===== src/rtl/mbist_controller.sv =====
// March-style memory BIST sequencer: for each of six decoder patterns it
// writes every word, reads every word back and compares against the pattern.
// The first miscompare is latched as fail/fail_q/fail_addr.
// Optional feature: define MBIST_STOP_ON_FAIL_EN to end the run at the first failure.
module mbist_controller #(
    parameter int unsigned ADDR_W = 4
) (
    input  logic              clk,
    input  logic              rst,
    input  logic              start,
    output logic [2:0]        q,
    input  logic [7:0]        data_t,
    output logic [ADDR_W-1:0] addr,
    output logic              we,
    output logic              re,
    input  logic [7:0]        data_out,
    output logic              busy,
    output logic              done,
    output logic              fail,
    output logic [2:0]        fail_q,
    output logic [ADDR_W-1:0] fail_addr
);

    localparam logic [ADDR_W-1:0] ADDR_LAST = '1;
    localparam logic [2:0]        Q_LAST    = 3'd5;

    typedef enum logic [2:0] {
        IDLE  = 3'd0,
        WRITE = 3'd1,
        READ  = 3'd2,
        DRAIN = 3'd3,
        DONE  = 3'd4
    } state_t;

    state_t            state;
    state_t            state_nx;
    logic [2:0]        q_nx;
    logic [ADDR_W-1:0] addr_nx;
    logic              we_nx;
    logic              re_nx;
    logic              busy_nx;
    logic              done_nx;
    logic              launch_c;

    // Read-compare pipeline: expected data, pattern and address ride one cycle behind re.
    logic              cmp_vld;
    logic [7:0]        cmp_exp;
    logic [2:0]        cmp_q;
    logic [ADDR_W-1:0] cmp_addr;
    logic              miscmp_c;

    assign launch_c = ((state == IDLE) || (state == DONE)) && start;
    assign miscmp_c = cmp_vld && (data_out != cmp_exp);

    // State and registered control outputs.
    always_ff @(posedge clk or posedge rst) begin
        if (rst) begin
            state <= IDLE;
            q     <= 3'd0;
            addr  <= '0;
            we    <= 1'b0;
            re    <= 1'b0;
            busy  <= 1'b0;
            done  <= 1'b0;
        end else begin
            state <= state_nx;
            q     <= q_nx;
            addr  <= addr_nx;
            we    <= we_nx;
            re    <= re_nx;
            busy  <= busy_nx;
            done  <= done_nx;
        end
    end

    // Next-state sequencing; outputs are decoded from the next state so they register with it.
    always_comb begin
        state_nx = state;
        q_nx     = q;
        addr_nx  = addr;
        we_nx    = 1'b0;
        re_nx    = 1'b0;
        busy_nx  = 1'b0;
        done_nx  = 1'b0;

        case (state)
            IDLE, DONE: begin
                if (start) begin
                    state_nx = WRITE;
                    q_nx     = 3'd0;
                    addr_nx  = '0;
                end
            end
            WRITE: begin
                if (addr == ADDR_LAST) begin
                    state_nx = READ;
                    addr_nx  = '0;
                end else begin
                    addr_nx = addr + ADDR_W'(1);
                end
            end
            READ: begin
                if (addr == ADDR_LAST) begin
                    state_nx = DRAIN;
                    addr_nx  = '0;
                end else begin
                    addr_nx = addr + ADDR_W'(1);
                end
            end
            DRAIN: begin
                if (q == Q_LAST) begin
                    state_nx = DONE;
                end else begin
                    state_nx = WRITE;
                    q_nx     = q + 3'd1;
                    addr_nx  = '0;
                end
            end
            default: begin
                state_nx = IDLE;
                q_nx     = 3'd0;
                addr_nx  = '0;
            end
        endcase

`ifdef MBIST_STOP_ON_FAIL_EN
        // A latched failure abandons the remaining sweeps, keeping q where it failed.
        if (fail && ((state == WRITE) || (state == READ) || (state == DRAIN))) begin
            state_nx = DONE;
            q_nx     = q;
            addr_nx  = addr;
        end
`endif

        we_nx   = (state_nx == WRITE);
        re_nx   = (state_nx == READ);
        busy_nx = (state_nx == WRITE) || (state_nx == READ) || (state_nx == DRAIN);
        done_nx = (state_nx == DONE);
    end

    // Delay expected data and location so they line up with data_out.
    always_ff @(posedge clk or posedge rst) begin
        if (rst) begin
            cmp_vld  <= 1'b0;
            cmp_exp  <= 8'h00;
            cmp_q    <= 3'd0;
            cmp_addr <= '0;
        end else begin
            cmp_vld  <= re;
            cmp_exp  <= data_t;
            cmp_q    <= q;
            cmp_addr <= addr;
        end
    end

    // Sticky first-failure capture, cleared when a new run launches.
    always_ff @(posedge clk or posedge rst) begin
        if (rst) begin
            fail      <= 1'b0;
            fail_q    <= 3'd0;
            fail_addr <= '0;
        end else if (launch_c) begin
            fail      <= 1'b0;
            fail_q    <= 3'd0;
            fail_addr <= '0;
        end else if (miscmp_c && !fail) begin
            fail      <= 1'b1;
            fail_q    <= cmp_q;
            fail_addr <= cmp_addr;
        end
    end

endmodule

===== config.mk =====
export PLATFORM = sky130hd
export DESIGN_NAME = mbist_controller
export DESIGN_NICKNAME = d
export VERILOG_FILES = /design/src/rtl/mbist_controller.sv
export SDC_FILE = /design/constraint.sdc
export NUM_CORES = 1
export LEC_CHECK = 0
export CAP_MARGIN = 20
export CORE_MARGIN = 10
export CORE_UTILIZATION = 40
export CTS_BUF_LIST = sky130_fd_sc_hd__clkbuf_8
export CTS_CLUSTER_DIAMETER = 100
export DETAILED_ROUTE_END_ITERATION = 7
export PLACE_DENSITY = 0.66
export SYNTH_ARGS = -nofsm -noshare
export SYNTH_HDL_FRONTEND = slang
export SYNTH_SLANG_ARGS = --single-unit
export TNS_END_PERCENT = 30

===== constraint.sdc =====
create_clock -name clk -period 1.65 [get_ports clk]
set_clock_uncertainty 0.1 [all_clocks]
set_input_delay 0.495 -clock clk [delete_from_list [all_inputs] [get_ports clk]]
set_output_delay 0.495 -clock clk [all_outputs]
set_load 0.1 [all_outputs]

# [Word level (Yosys, flattened, before mapping)]
# Index checks and enable logic that the tools add are counted.
# W data, S select, Z words.
[word_totals] word_cells=61 in_bits=19 reg_bits=38 output_inout_bits=19
[op_classes] n_mux=18 n_reduce_logical=13 n_eq_ne=13 n_bitwise=1 addsub=2
[op_table] cell="$mux W3" count=8
[op_table] cell="$mux W4" count=5
[op_table] cell="$eq A3 B2 Y1 const B" count=4
[op_table] cell="$pmux W3 S4" count=1
[op_table] cell="$pmux W4 S3" count=1
[op_table] cell="$eq A3 B3 Y1 const B" count=3
[op_table] cell="$pmux W3 S3" count=1
[op_table] cell="$ne A8 B8 Y1" count=1
[op_table] cell="$eq A3 B1 Y1 const B" count=2
[op_table] cell="$add A4 B1 Y4 const B" count=1
[op_table] cell="$eq A4 B4 Y1 const B" count=1
[op_table] cell="$ne A2 B2 Y1 const B" count=2
[op_table] cell="$reduce_or A2 Y1" count=2
[op_table] cell="$add A3 B1 Y3 const B" count=1
[op_table] cell="$logic_and A1 B1 Y1" count=3
[op_table] cell="$logic_not A3 Y1" count=1
[op_table] cell="$logic_or A1 B1 Y1" count=3
[op_table] cell="$reduce_and A3 Y1" count=1
[op_table] cell="$mux W1" count=2
[op_table] cell="$reduce_and A2 Y1" count=1
[op_table] cell="$reduce_bool A2 Y1" count=1
[op_table] cell="$logic_not A1 Y1" count=1
[op_table] cell="$not A1 Y1" count=1

# [Logic depth before layout (Yosys ltp)]
[depth] word_depth=6 mapped_depth=6 depth_no_buf=6

# [Least setup slack after synthesis]
# Ideal clock, no wire load.
[synth_timing] kind="flip-flop to flip-flop" startpoint="reg addr[0]" endpoint="reg busy" setup_ps=66 required_ps=1484 setup_slack_ps=-606 synth_period_minus_slack_ps=2256 stages_incl_launch_ff=6 t_arrival_ps=2090 n_path_buf=0 cell_sequence="dfrtp_1 > ha_1 > nand3_2 > or3b_1 > a21oi_2 > nand2b_1"
[synth_between] elab_chain_len=6 elab_cells_between_ends=9 cone_classes="4 x eq/ne; 3 x mux; 2 x reduce/logical"
[synth_lines] element="start: declaration" line_no="13" rtl="output logic [ADDR_W-1:0] addr,"
[synth_lines] element="start signal: assignment" line_no="68" rtl="addr <= addr_nx;"
[synth_lines] element="$eq A4 B4 Y1 (*)" line_no="95, 103"
[synth_lines] element="$mux W3, on equally long branches" line_no="103, 95"
[synth_lines] element="$pmux W3 S4 (*)" line_no="86" rtl="case (state)"
[synth_lines] element="net state_nx[1]" line_no="36" rtl="state_t state_nx;"
[synth_lines] element="$eq A3 B1 Y1 / $eq A3 B2 Y1 (equally long branches)" line_no="137" rtl="busy_nx = (state_nx == WRITE) || (state_nx == READ) || (state_nx == DRAIN);"
[synth_lines] element="$logic_or A1 B1 Y1" line_no="137"
[synth_lines] element="$logic_or A1 B1 Y1 (*)" line_no="137"
[synth_lines] element="net busy_nx" line_no="41" rtl="logic busy_nx;"
[synth_lines] element="end signal: assignment" line_no="71" rtl="busy <= busy_nx;"
[synth_lines] element="end: declaration" line_no="17" rtl="output logic busy,"
# Mark *: on every way through the listed nets, which the timed path passes. The rest lies on a longest branch.
# A chain may end at the register's enable or synchronous reset.

# [Worst setup path in the final report]
[layout_timing] startpoint="in data_out[5]" endpoint="reg fail_addr[2]"
[layout_between] elab_chain_len=4
[layout_lines] element="start: declaration" line_no="16" rtl="input logic [7:0] data_out,"
[layout_lines] element="$ne A8 B8 Y1" line_no="53" rtl="assign miscmp_c = cmp_vld && (data_out != cmp_exp);"
[layout_lines] element="$logic_and A1 B1 Y1" line_no="53"
[layout_lines] element="$logic_and A1 B1 Y1" line_no="166" rtl="end else if (miscmp_c && !fail) begin"
[layout_lines] element="$reduce_bool A2 Y1 (no source line)"
[layout_lines] element="end signal: assignment" line_no="169" rtl="fail_addr <= cmp_addr;"
[layout_lines] element="end: declaration" line_no="21" rtl="output logic [ADDR_W-1:0] fail_addr"
# No other way between the ends.

==> impl_metrics.yaml <==
run_status:
  status: "completed"
floorplanning:
  die-height_um: 82.3
  start_util_pct: 41.7
  die_area_um2: 6770
  core_um2: 3720
  row_count: 22
  die_x_um: 82.3
  io_pins: 38
worst_hold_path:
  hold_depth: 0
  hp-class: "flip-flop to flip-flop"
  min_to: "cmp_vld"
  min_from: "re"
synthesis:
  synthFlopType: "dfrtp_1"
  synth_xor_area_share_pct: 6.13
  synthArstFlopShare_pct: 100
  synth_compound_area_share_pct: 13.6
  syn_avg_cell_area_um2: 11.6
  syn-num-nets: 156
  synth_top_family_by_area: "compound AO/OA/AOI/OAI gates"
  synth_area_um2: 1550
  yosysWarningCount: 0
  synth_edf_count: 0
  synth_simple_gate_area_share_pct: 11.5
  seq_area_frac_synth_pct: 61.3
  syn_inst: 134
  synth.mux.area_fraction_pct: 0.646
  ys_types: 31
  synth.ff_latch_count: 38
  synthAdderAreaFrac_pct: 2.42
global_routing:
  antenna_found_initial: 0
  first_global_vias: 1232
  grt_max_degree: 39
  grt_use_met2_pct: 18.0
  use_met1_pct: 12.2
  overflow: 0
  gr-usage-met3_pct: 5.40
  grt_usage_pct: 11.0
  grt-busiest-layer: "met2"
  grt_pass1_wl_mm: 5.75
critical_path:
  crit_path_end_kind: "flip-flop"
  rr_worst_depth: 6
  cp-start-kind: "input pin"
  r2r-end: "fail_addr[2]"
  cp.required_ns: 1.76
  r2r-start: "cmp_exp[6]"
  arrival_ns: 1.74
  crit_fanout: 7
  worstSetupStartpoint: "data_out[5]"
  crit_type: "input pin to flip-flop"
  rrSetupSlack_ns: 0.03
power_and_ir_drop:
  p_int_mw: 2.20
  swShare_pct: 45.0
  p_leak_nw: 1.08
  p_sw_mw: 1.80
  ir_drop_mv: 1.20
  p_clk_share_pct: 14.6
  p_seq_share_pct: 35.7
  power_density_nw_per_um2: 1640
  p_comb_share_pct: 49.7
cells_and_area:
  drive_gt1_share_pct: 32.6
  final_common_cell: "dfrtp_1"
  stdcell_count: 235
  antenna_cells: 0
  fill_cells: 293
  final_cell_mix: "dfrtp_1, nand2_1, buf_12, inv_1"
  post-route-util_pct: 65.4
  finalNetCount: 208
  area_delta_synth_final_pct: 56.8
detailed_routing:
  ant_nets: 0
  wl_per_cell_um: 15.0
  firstDrtPassIters: 4
  vias_per_cell: 5.00
  num_vias: 1174
  drt_iter0_drc: 58
  drc: 0
  wl_mm: 3.53
cts:
  cts_sinks: 38
  clk_pin_slew_worst_paths_ns: 0.07
  clk_latency_ns: 0.29
  root_buffer: "clkbuf_8"
  h-tree-depth: 2
  ctsHoldBuffers: 0
  numCtsBuffers: 5
  cts_tree: "done"
  cts.path.max_buffers: 2
run:
  drv_cap: 0
sta:
  tns_ns: 0
  drv_slew: 0
  setup_violations: 0
  fin_crit_sh_pct: 98.9
  slew_headroom_pct: 77.1
  timing.final.ws_setup_ns: 0.0174
  worst_slew_pin_slew_ns: 0.341
  rsz0062_at_grt: "yes"
  hold_viol: 0
  period_minus_slack_ns: 1.63
  fmax_mhz: 613
placement:
  place_ws_ns: -0.501
  gp_congestion: 0.794
  dpl.cell_count: 228
  dp.final_hpwl_mm: 2.59
  port_buffers: 37
## registers in the layout, indices dropped and copies added, names as in the netlist, 3 cells and up
| name | cells |
|---|---|
| cmp_exp | 8 |
| addr | 4 |
| cmp_addr | 4 |
| fail_addr | 4 |
| cmp_q | 3 |
| fail_q | 3 |
| q | 3 |
| state | 3 |
## worst max-delay path: stages
cell,delay [ns]
dlygate4sd2_1,0.24
xor2_1,0.16
nor4_2,0.33
buf_4,0.17
a21oi_1,0.05
buf_4,0.18
o22ai_1,0.11
## logic make-up (layout without fill, tap and decap cells)
logic type                 after synthesis  count (layout)
DFF                                     38              38
adders and majority gates                3               3
buffers and inverters                   14              67
muxes                                    1               1
AOI/OAI and AO/OA                       30              30
and+or+nand+nor                         38              38
xor gates and xnor gates                10              10
## metrics by stage
stage | area [um^2] | total power [mW] | hold slack (ns)
6_report | 2430 | 3.99 | 0.333
3_3_place_gp | 2320 | 3.38 | 0.322
3_5_place_dp | 2320 | 3.41 | 0.325
4_1_cts | 2400 | 4.00 | 0.343
5_1_grt | 2430 | 4.17 | 0.357
2_1_floorplan | 1620 | 2.62 | 0.396
## synthesized netlist by cell type (3+ instances only)
master    instances  area [um^2]
dfrtp_1          38          951
inv_1            11         41.3
o21ai_0           8         40.0
xor2_1            9         78.8
o22ai_1           7         43.8
nor2_1            4         15.0
nand2b_1          5         31.3
nand2_1          20         75.1
ha_1              3         37.5
## layout make-up
class | instances | area (um^2) | share of cell area (%)
repair buffers | 48 | 648 | 26.7
clock buffers | 5 | 68.8 | 2.83
flip-flops and latches | 38 | 971 | 39.9
well taps | 48 | 60.1 | 2.47
clock inverters | 3 | 11.3 | 0.463
multi-input cells | 82 | 631 | 25.9
inverters | 11 | 41.3 | 1.70
## layer usage
layer / vias up / share of wire (%)
met5: - / 0
met3: 5 / 8.0
met1: 571 / 43
met2: 36 / 47
met4: 0 / 1.6
li1: 562 / -
## worst max path at each step
stage,to,slack (ns),cells after the start
6_report,fail_addr[2],0.02,7
5_1_grt,fail_addr[3],-0.07,4
3_5_place_dp,fail_addr[1],-0.50,6
3_3_place_gp,fail_addr[1],-0.46,6
4_1_cts,q[0],0.02,1
2_1_floorplan,busy,-0.08,5
## power by group through the flow
| stage | Combinational [mW] | Sequential [mW] | Clock, mW |
|---|---|---|---|
| finish | 1.98 | 1.43 | 0.584 |
| floorplan | 0.400 | 2.22 | 0 |
| global route | 2.07 | 1.46 | 0.642 |
| CTS | 1.97 | 1.43 | 0.598 |
| detailed placement | 1.97 | 1.44 | 0 |
| global placement | 1.95 | 1.43 | 0 |
## timing repair
action	in CTS	in global routing
resized for setup	10	8
setup endpoints to repair	8	9
pin swaps	12	7
buffers inserted	0	1
Note: power is estimated with default switching activity, not from simulation.
